### config.mk
export PLATFORM = sky130hd
export DESIGN_NAME = div_flat
export DESIGN_NICKNAME = d
export VERILOG_FILES = /design/src/rtl/div_pkg.sv /design/src/rtl/div_if.sv /design/src/rtl/div_sign_unit.sv /design/src/rtl/div.sv /design/src/flat_wrapper.sv
export SDC_FILE = /design/constraint.sdc
export NUM_CORES = 1
export LEC_CHECK = 0
export ABC_CLOCK_PERIOD_IN_PS = 9200
export CORE_AREA = 2 2 205 207
export CTS_CLUSTER_SIZE = 14
export DETAILED_ROUTE_END_ITERATION = 10
export DIE_AREA = 0 0 207 209
export PLACE_DENSITY = 0.57
export SYNTH_ARGS = -nofsm -noshare
export SYNTH_HDL_FRONTEND = slang
export SYNTH_HIERARCHICAL = 1
export SYNTH_SLANG_ARGS = --single-unit
### constraint.sdc
create_clock -name clk -period 9.2 [get_ports clk]
set_input_delay 1.38 -clock clk [delete_from_list [all_inputs] [get_ports clk]]
set_output_delay 1.38 -clock clk [all_outputs]
set_load 0.02 [all_outputs]
### src/rtl/div_pkg.sv
// Shared constants for the HI/LO arithmetic units: default widths and the
// divider state encoding.
package div_pkg;

  localparam int DIV_WIDTH = 32;
  localparam int DIV_CNT_W = 6;

  localparam logic [1:0] ST_IDLE = 2'd0;
  localparam logic [1:0] ST_RUN  = 2'd1;
  localparam logic [1:0] ST_DONE = 2'd2;
  localparam logic [1:0] ST_HOLD = 2'd3;

endpackage

### src/rtl/div_if.sv
// Divider handshake and operand/result bundle between control unit and divider.
interface div_if #(
  parameter int WIDTH = div_pkg::DIV_WIDTH
);
  logic [WIDTH-1:0] entradaA;
  logic [WIDTH-1:0] entradaB;
  logic             divInit;
  logic             divStop;
  logic             divZero;
  logic [WIDTH-1:0] hi;
  logic [WIDTH-1:0] lo;

  modport master (
    output entradaA, entradaB, divInit,
    input  divStop, divZero, hi, lo
  );

  modport slave (
    input  entradaA, entradaB, divInit,
    output divStop, divZero, hi, lo
  );
endinterface

### src/rtl/div_sign_unit.sv
// Conditional two's-complement negate: magnitude of a signed operand, or
// sign restoration of an unsigned result.
module div_sign_unit #(
  parameter int WIDTH = div_pkg::DIV_WIDTH
) (
  input  logic [WIDTH-1:0] value_i,
  input  logic             neg_i,
  output logic [WIDTH-1:0] result_o
);

  assign result_o = neg_i ? (~value_i + WIDTH'(1)) : value_i;

endmodule

### src/rtl/div.sv
// Iterative signed restoring divider: lo = quotient (toward zero),
// hi = remainder (sign of dividend), one quotient bit per cycle.
module div
  import div_pkg::*;
#(
  parameter int WIDTH = DIV_WIDTH,
  parameter int CNT_W = DIV_CNT_W
) (
  input  logic clk,
  input  logic reset,
  div_if.slave bus
);

  logic [1:0]       state_q, state_d;
  logic [CNT_W-1:0] cnt_q, cnt_d;
  logic [WIDTH:0]   r_q, r_d;
  logic [WIDTH-1:0] q_q, q_d;
  logic [WIDTH-1:0] b_q, b_d;
  logic [WIDTH-1:0] hi_q, hi_d;
  logic [WIDTH-1:0] lo_q, lo_d;
  logic             sign_a_q, sign_a_d;
  logic             sign_q_q, sign_q_d;
  logic             zero_q, zero_d;

  logic [WIDTH-1:0] a_abs, b_abs, q_fix, r_fix;
  logic [WIDTH+1:0] shifted, trial;
  logic [WIDTH:0]   r_next;
  logic [WIDTH-1:0] q_next;
  logic             last_iter, b_is_zero;
  logic             div_stop, div_zero;

  div_sign_unit #(.WIDTH(WIDTH)) u_abs_a (
    .value_i(bus.entradaA), .neg_i(bus.entradaA[WIDTH-1]), .result_o(a_abs));
  div_sign_unit #(.WIDTH(WIDTH)) u_abs_b (
    .value_i(bus.entradaB), .neg_i(bus.entradaB[WIDTH-1]), .result_o(b_abs));
  div_sign_unit #(.WIDTH(WIDTH)) u_fix_q (
    .value_i(q_next), .neg_i(sign_q_q), .result_o(q_fix));
  div_sign_unit #(.WIDTH(WIDTH)) u_fix_r (
    .value_i(r_next[WIDTH-1:0]), .neg_i(sign_a_q), .result_o(r_fix));

  assign b_is_zero = (bus.entradaB == '0);
  assign last_iter = (cnt_q == CNT_W'(WIDTH - 1));

  // One restoring step; the extra top bit keeps the trial subtract's sign
  // unambiguous even for a 0x80000000 divisor magnitude.
  always_comb begin
    shifted = {r_q, q_q[WIDTH-1]};
    trial   = shifted - {2'b00, b_q};
    if (!trial[WIDTH+1]) begin
      r_next = trial[WIDTH:0];
      q_next = {q_q[WIDTH-2:0], 1'b1};
    end else begin
      r_next = shifted[WIDTH:0];
      q_next = {q_q[WIDTH-2:0], 1'b0};
    end
  end

  always_ff @(posedge clk or negedge reset) begin
    if (!reset) begin
      state_q  <= ST_IDLE;
      cnt_q    <= '0;
      r_q      <= '0;
      q_q      <= '0;
      b_q      <= '0;
      hi_q     <= '0;
      lo_q     <= '0;
      sign_a_q <= 1'b0;
      sign_q_q <= 1'b0;
      zero_q   <= 1'b0;
    end else begin
      state_q  <= state_d;
      cnt_q    <= cnt_d;
      r_q      <= r_d;
      q_q      <= q_d;
      b_q      <= b_d;
      hi_q     <= hi_d;
      lo_q     <= lo_d;
      sign_a_q <= sign_a_d;
      sign_q_q <= sign_q_d;
      zero_q   <= zero_d;
    end
  end

  always_comb begin
    state_d = state_q;
    case (state_q)
      ST_IDLE: if (bus.divInit) state_d = b_is_zero ? ST_DONE : ST_RUN;
      ST_RUN: begin
        if (!bus.divInit)  state_d = ST_IDLE;
        else if (last_iter) state_d = ST_DONE;
      end
      ST_DONE: state_d = ST_HOLD;
      ST_HOLD: if (!bus.divInit) state_d = ST_IDLE;
      default: state_d = ST_IDLE;
    endcase
  end

  always_comb begin
    cnt_d    = cnt_q;
    r_d      = r_q;
    q_d      = q_q;
    b_d      = b_q;
    hi_d     = hi_q;
    lo_d     = lo_q;
    sign_a_d = sign_a_q;
    sign_q_d = sign_q_q;
    zero_d   = zero_q;
    if (state_q == ST_IDLE && bus.divInit) begin
      q_d      = a_abs;
      b_d      = b_abs;
      r_d      = '0;
      cnt_d    = '0;
      sign_a_d = bus.entradaA[WIDTH-1];
      sign_q_d = bus.entradaA[WIDTH-1] ^ bus.entradaB[WIDTH-1];
      zero_d   = b_is_zero;
    end else if (state_q == ST_RUN && bus.divInit) begin
      r_d   = r_next;
      q_d   = q_next;
      cnt_d = cnt_q + CNT_W'(1);
      if (last_iter) begin
        hi_d = r_fix;
        lo_d = q_fix;
      end
    end else if (state_q == ST_DONE) begin
      zero_d = 1'b0;
    end
  end

  always_comb begin
    div_stop = (state_q == ST_DONE);
    div_zero = (state_q == ST_DONE) && zero_q;
  end

  assign bus.divStop = div_stop;
  assign bus.divZero = div_zero;
  assign bus.hi      = hi_q;
  assign bus.lo      = lo_q;

endmodule

### src/flat_wrapper.sv
// flat-port wrapper written by rule: the top's interface ports become plain ports
module div_flat import div_pkg::*;
#(
  parameter int WIDTH = DIV_WIDTH,
  parameter int CNT_W = DIV_CNT_W
)
  (clk, reset, bus_entradaA, bus_entradaB, bus_divInit, bus_divStop, bus_divZero, bus_hi, bus_lo);
  div_if #(.WIDTH(WIDTH)) bus_i ();
  input  logic clk;
  input  logic reset;
  input wire logic [$bits(bus_i.entradaA)-1:0] bus_entradaA;
  input wire logic [$bits(bus_i.entradaB)-1:0] bus_entradaB;
  input wire logic [$bits(bus_i.divInit)-1:0] bus_divInit;
  output wire logic [$bits(bus_i.divStop)-1:0] bus_divStop;
  output wire logic [$bits(bus_i.divZero)-1:0] bus_divZero;
  output wire logic [$bits(bus_i.hi)-1:0] bus_hi;
  output wire logic [$bits(bus_i.lo)-1:0] bus_lo;
  assign bus_i.entradaA = bus_entradaA;
  assign bus_i.entradaB = bus_entradaB;
  assign bus_i.divInit = bus_divInit;
  assign bus_divStop = bus_i.divStop;
  assign bus_divZero = bus_i.divZero;
  assign bus_hi = bus_i.hi;
  assign bus_lo = bus_i.lo;
  div #(.WIDTH(WIDTH), .CNT_W(CNT_W)) u_core (.clk(clk), .reset(reset), .bus(bus_i));
endmodule
* Word level (Yosys, flattened, before mapping)
Cells that the tools add are included.
** Operators by class
- Equality and inequality tests :: 8
- Mux-type cells :: 21
- Reduce and logical (&&, ||, !) cells :: 10
- Bitwise operators :: 6
- Add/sub/neg operators :: 6
** Operator list (number)
- 32-bit 2-to-1 mux :: 6
- 32-bit by 1-bit adder with 32-bit output, second input constant :: 4
- 32-bit inverter :: 4
- 33-bit 2-to-1 mux :: 3
- 34-bit by 32-bit subtractor with 34-bit output :: 1
- 32-bit zero test :: 1
- 6-bit 2-to-1 mux :: 2
- 2-bit 2-to-1 mux :: 5
- 2-bit one-hot mux with 4 select lines :: 1
- 6-bit by 1-bit adder with 6-bit output, second input constant :: 1
- 6-bit by 5-bit equality test with 1-bit output, second input constant :: 1
- 3-bit AND reduction :: 2
- 2-bit equality test, second input constant :: 2
- 1-bit 2-to-1 mux :: 4
- 2-bit inequality test, second input constant :: 2
- 2-bit nonzero test :: 2
- 1-bit logical AND :: 3
- 3-bit by 2-bit inequality test with 1-bit output, second input constant :: 1
- 2-bit by 1-bit equality test with 1-bit output, second input constant :: 1
- 2-bit zero test :: 1
- 2-bit by 1-bit inequality test with 1-bit output, second input constant :: 1
- 2-bit AND reduction :: 1
- 1-bit inverter :: 1
- 1-bit XOR :: 1
** Word-level totals
- Register bits :: 172
- Logic and storage cells :: 61
- Input bits :: 67
- Output and inout bits :: 66

* Logic depth before layout (Yosys ltp)
- Depth in word-level cells :: 5
- Gate-level depth with buffers :: 19
- Gate-level depth less buffers :: 17

* By module
Netlist, hierarchy kept.
** Modules (own cells, without submodules)
- div :: area an instance 9090.0 um2, seq. area each 4304.1 um2, cells an instance 906, instances 1
- div_sign_unit :: area an instance 777.0 um2, seq. area each 0.0 um2, cells an instance 99, instances 4

* Least setup slack after synthesis
OpenSTA, ideal clock, no wires.
- Kind :: register -> register
- Start point :: register u_core.q_q[31]
- End point :: register u_core.hi_q[30], in the netlist u_core/bus.hi[30]
- Stages on the path, launching flop included :: 18
- Buffers on the path :: 0
- Path slack :: 5099 ps
- Setup time :: 125 ps
- Data required time :: 9075 ps
- Period minus slack after synthesis :: 4101 ps
- Data arrival time :: 3976 ps
- Cells stage by stage :: dfrtp_1 -> inv_1 -> ha_1 -> inv_1 -> fa_1 -> a21o_1 -> a221oi_2 -> o21ai_2 -> a211o_1 -> a41o_1 -> a21oi_1 -> xnor2_1 -> mux2_2 -> nor4_1 -> nand2_1 -> o41ai_1 -> xnor2_1 -> mux2_2
** On the way
- Cells in the longest elaborated chain, start to end :: 5
** Ends and longest elaborated chain
- start, declared :: line div.sv:17 : logic [WIDTH-1:0] q_q, q_d;
- start signal, assigned :: line div.sv:74 : q_q <= q_d;
- 34-bit by 32-bit subtractor with 34-bit output :: line div.sv:48 : trial = shifted - {2'b00, b_q};
- 33-bit 2-to-1 mux :: line div.sv:49 : if (!trial[WIDTH+1]) begin
- via u_core.r_next[24] :: line div.sv:27 : logic [WIDTH:0] r_next;
- 32-bit inverter :: line div_sign_unit.sv:11 : assign result_o = neg_i ? (~value_i + WIDTH'(1)) : value_i;
- 32-bit by 1-bit adder with 32-bit output :: line div_sign_unit.sv:11
- 32-bit 2-to-1 mux :: line div_sign_unit.sv:11
- via u_core.r_fix[30] :: line div.sv:25 : logic [WIDTH-1:0] a_abs, b_abs, q_fix, r_fix;
- end signal, assigned :: line div.sv:76 : hi_q <= hi_d;
- end, declared :: line div.sv:19 : logic [WIDTH-1:0] hi_q, hi_d;
The timed path passes the listed nets, and every way through them passes these cells.
A chain may end at the register's enable or synchronous reset.

* Worst setup path in the final report
- Start point :: register u_core.r_q[5]
- End point :: register u_core.hi_q[23], in the netlist u_core/bus.hi[23]
** On the way
- Cells in the longest elaborated chain, start to end :: 5
** Ends and longest elaborated chain
- start, declared :: line div.sv:16 : logic [WIDTH:0] r_q, r_d;
- start signal, assigned :: line div.sv:73 : r_q <= r_d;
- 34-bit by 32-bit subtractor with 34-bit output :: line div.sv:48
- 33-bit 2-to-1 mux (*) :: line div.sv:49
- via u_core.r_next[6] :: line div.sv:27
- 32-bit inverter (*) :: line div_sign_unit.sv:11
- 32-bit by 1-bit adder with 32-bit output (*) :: line div_sign_unit.sv:11
- 32-bit 2-to-1 mux (*) :: line div_sign_unit.sv:11
- via u_core.r_fix[23] :: line div.sv:25
The timed path passes the listed nets; every way through them passes the cells marked *.

==> results.md <==
Die:
- The core region is between 40,000 and 50,000 um^2.
- The count of boundary I/O pins is roughly 130.
- For this configuration, the core starts out at a cell density of between 20 and 30%.
- The overall die area is about 43,000 um^2.
- The die is slightly above 200 um wide.
- The initialized floorplan defines between 70 and 80 standard-cell rows.
- The floorplan step set the die height to 209 um.

Setup path:
- The critical-path cell with the highest stage delay is nor4_4.
- The start point of the critical path is u_core/r_q[5]$_DFFE_PN0P_.
- In this run the number of cells on the critical path is 14.
- The endpoint class of the critical path is a flop.
- The signal on the critical path passes through ha_1 -> o21ai_0 -> a211o_1 -> a211oi_1 -> o2111ai_1 -> nand3_1 -> xor2_4 -> buf_4 -> mux2_2 -> nor4_4 -> nand3_1 -> o31ai_1 -> xnor2_1 -> mux2_2.
- Following the worst setup path forward leads to its endpoint at u_core/bus.hi[23]$_DFFE_PN0P_.
- In this run the critical register-to-register path is launched from u_core/r_q[5]$_DFFE_PN0P_.
- The critical path is of the flop to flop type.
- The delay contributed by the slowest stage of the critical path is around 580 ps.
- The data arrival time of the critical path is about 5300 ps.
- The worst register-to-register path has a setup slack of roughly 4300 ps.
- Among cell families on the critical path, the largest total delay comes from compound AO/OA/AOI/OAI gates.
- Together, buffers and inverters on the worst path number 1.
- STA puts the critical path data required time at between 9000 and 10,000 ps.
- The number of cells on the worst reg-to-reg path is 14.
- The kind of start point of the critical path is a flop.
- The largest driver fanout on the critical path is 47.
- The endpoint identified for the worst register-to-register timing path is u_core/bus.hi[23]$_DFFE_PN0P_.

Final layout:
- The area growth from synthesis to final layout is 19.9%.
- The area taken by flip-flops and latches is approximately 4300 um^2.
- The post-route netlist has approximately 14% of its cells at a drive strength greater than 1.
- The area of combinational cells with multiple inputs is between 7000 and 8000 um^2.
- The filler-free cell count of the finished design is about 2,000.
- The layout net count is around 1,500.
- After filler insertion, the fill cell instance count of the layout stands at around 4,300.
- The repair_antennas step left the layout with diodes totalling 0.

STA:
- Setup repair after global routing left no endpoint under its margin.
- The final count of hold timing violations came to 0.
- Setup violations remaining at the end of the flow were counted as 0.
- The final critical path takes up a little over half of the cycle.
- Adding up every negative setup slack in the final design gives 0 ps.
- The max-slew violation total from the final report is 0.
- The worst-margin pin slew is between 1000 and 1500 ps.
- The worst relative slew slack is a little under a quarter.
- For the finished layout, the period the worst path requires is just under 5000 ps.
- The achievable clock frequency is slightly above 0.2 GHz.
- Clock skew on the completed layout was measured at approximately 15 ps.

Synth:
- The fraction of registers with async set or reset after synthesis is 100%.
- By area the synthesized netlist is led by dfrtp_1, xnor2_1, mux2_2.
- The net count of the mapped netlist is between 1,000 and 1,500.
- The post-synthesis cell area is 12,200 um^2.
- The share of the synthesized netlist area taken by xor and xnor gates is 10.9%.
- The synthesized netlist devotes between 10% and 20% of its cell area to simple gates.
- Counting flops with a built-in enable in the synthesized netlist gives 0.
- The biggest area consumer among synthesized cells is dfrtp_1.
- The cell count after synthesis came out at roughly 1,300.
- The synthesized area divided by synthesized cell count is roughly 9.4 um^2.
- After synthesis, the largest area contributor takes up between 30% and 40% of total cell area.
- After synthesis the netlist holds a flip-flop and latch count of between 150 and 200.
- The adder-cell share of the synthesized area is 3.96%.
- In the synthesized netlist, mux cells make up 11.4% of the area.
- The commonest register cell after synthesis is dfrtp_1.
- For this run, the register share of the synthesized area comes to about a third.
- The synthesized netlist devotes between 15 and 20% of its cell area to compound gates.
- The number of different library cells used by synthesis comes to 58.
- The number of warnings reported in the yosys synthesis log is 6.
- The largest family of logic cells by synthesized area is simple AND/OR/NAND/NOR gates.

Outcome:
- The flow ran to the end, and the final reports show no timing, DRC or antenna violations.

CTS:
- The post-cts sizing count is 0.
- The number of buffers added by the clock tree synthesis step is 17.
- No sink is reached through more buffers than the 2 on the longest clock path.
- Counting every sink on the clock net gives approximately 170.
- The total number of H-tree levels is 4.
- Buffers inserted to repair hold after CTS numbered 0.
- The TritonCTS clock tree is yes.
- CTS placed an instance of clkbuf_16 at the clock tree root.
- The post-CTS clock slew at the launch and capture registers of the worst setup and hold paths is approximately 70 ps.
- Buffers added to address setup during post-CTS repair amount to 0.
- For the worst-skew pair, the clock arrives at the later sink with an insertion delay of between 400 and 500 ps.

Drt:
- The final routed wire length divided by cell count is between 15 and 20 um.
- In the routed design, unresolved DRC markers number 0.
- In this run, the number of DRC markers left after iteration 0 of detailed routing was 575.
- The antenna violation net count after detailed routing is 0.
- The first detailed-routing pass took 5 iterations.
- Using the TritonRoute via totals, the vias-per-cell ratio works out to between 5 and 6.
- For this block, the via count after detailed routing is between 9,000 and 10,000.
- The final layout contains routed wiring with a total length of about 34 mm.

Power:
- Dividing total power by cell area gives a power density of approximately 270 nW/um^2.
- The worst ir drop on vdd is approximately 0.17 mV.
- The leakage power summed over all cells is around 0.0060 uW.

Global route:
- Summed over all layers, the global routing overflow is 0.
- The overall routing resource usage is ~16%.
- The initial antenna violation count came to 0.
- The number of global-route vias before repair is 10,040.
- The largest net degree at the start of global routing is between 100 and 150.
- The first-pass GRT wire length is about 56 mm.

Place:
- The placed wire-length estimate after detailed placement is ~26 mm.
- The count of buffers added on input and output ports is 132.
- The count of placed standard cells including taps is slightly below 2,000.
- At the end of routability-driven placement, the weighted congestion stood at 0.872.

Worst hold path:
- The path class of the tightest hold or removal check is flop to flop.

Run:
- Max-cap violations in this run came to 0.
cell type report:
class	instances	area share, %
sequential	172	29.4
multi-input combinational	1015	51.0
tap	539	4.61
clock buffer	19	3.10
inverter	53	1.36
clock inverter	12	0.941
timing repair buffer	142	9.55
registers in the layout, summed over array words and instances (netlist names):
signal	count
u_core/b_q	32
u_core/bus.hi	32
u_core/bus.lo	32
u_core/cnt_q	6
u_core/q_q	32
u_core/r_q	33
u_core/sign_a_q	1
u_core/sign_q_q	1
u_core/state_q	2
u_core/zero_q	1
power by group:
group	internal (uW)	total [uW]	switching, uW
clock network	417	744	327
logic	914	2220	1300
registers	861	993	132
Yosys cell counts (all sizes together), types with 2 or more instances:
cell type,count
o21ai,127
xnor2,140
a22o,7
nor3,17
nand2b,17
or2b,8
a2111oi,3
o211ai,5
nand4,19
nand3,42
mux2,93
buf,25
nor2,32
nor2b,7
inv,53
or2,7
dfrtp,172
nand4b,4
clkbuf,37
or3,5
o22ai,2
a31o,10
and3,2
o21bai,2
a211o,3
o41ai,36
xor2,11
o21a,6
and2,9
nand2,184
a21oi,43
a31oi,2
a221oi,2
mux2i,34
o31ai,35
ha,37
nor4,32
nand3b,5
a211oi,9
a21o,8
worst register-to-register path, stage by stage, from the launching register on:
cell and delay, ps:
dfrtp_1 400, ha_1 380, o21ai_0 150, a211o_1 320, a211oi_1 470, o2111ai_1 160, nand3_1 230, xor2_4 150
buf_4 470, mux2_2 490, nor4_4 580, nand3_1 340, o31ai_1 340, xnor2_1 100, mux2_2 270
stage by stage:
step	utilization (%)	hold WS, ps	total power [uW]	worst slack [ps]	cell area [um^2]
2_1_floorplan	-	463	2680	5100	12200
3_3_place_gp	34.0	480	3200	4430	14000
3_5_place_dp	34.0	493	3220	4350	14000
4_1_cts	35.4	505	3980	4330	14600
5_1_grt	35.4	525	4270	3870	14600
6_report	35.4	505	3950	4250	14600
kinds of logic after synthesis:
group | count (synthesis)
fa+ha+maj | 38
simple gates | 391
compound gates | 308
mux | 127
xor+xnor | 151
buf+inv | 115
flops | 172
cell usage in the layout (no fill, tap or decap), drive strengths merged, types with 3 or more instances in the layout:
cell type	count
or2	7
o41ai	36
o31ai	35
clkbuf	19
clkdlybuf4s50	131
nand2b	17
inv	57
a22o	7
nand3	42
nor4	32
a21oi	43
o21ai	127
nand4b	4
a211oi	9
a211o	3
a31o	10
and2	9
ha	37
or3	5
a2111oi	3
dfrtp	172
nor3	17
nor2b	7
xnor2	140
nor2	32
a21o	8
or2b	8
clkinv	4
mux2i	34
buf	11
mux2	93
o21a	6
nand2	184
nand3b	5
o211ai	5
xor2	11
nand4	19
how the worst min path moves through the flow:
stage | from | end | slack [ps] | cells after the start
floorplan | u_core/r_q[10]$_DFFE_PN0P_ | u_core/r_q[10]$_DFFE_PN0P_ | 460 | 2
CTS | u_core/r_q[8]$_DFFE_PN0P_ | u_core/r_q[8]$_DFFE_PN0P_ | 500 | 2
global route | u_core/bus.lo[27]$_DFFE_PN0P_ | u_core/bus.lo[27]$_DFFE_PN0P_ | 530 | 1
finish | u_core/r_q[8]$_DFFE_PN0P_ | u_core/r_q[8]$_DFFE_PN0P_ | 510 | 2
global placement | u_core/r_q[8]$_DFFE_PN0P_ | u_core/r_q[8]$_DFFE_PN0P_ | 480 | 2
detailed placement | u_core/r_q[8]$_DFFE_PN0P_ | u_core/r_q[8]$_DFFE_PN0P_ | 490 | 2
routing by layer:
layer / vias up / part of all wire (%) / GRT usage (%)
li1: 4884 / - / -
met4: 0 / 2.1 / 4.53
met3: 44 / 2.5 / 2.34
met2: 149 / 51 / 29.3
met1: 4865 / 44 / 19.7
met5: - / 0 / 0
No activity file was read; power rests on OpenSTA's default activity.
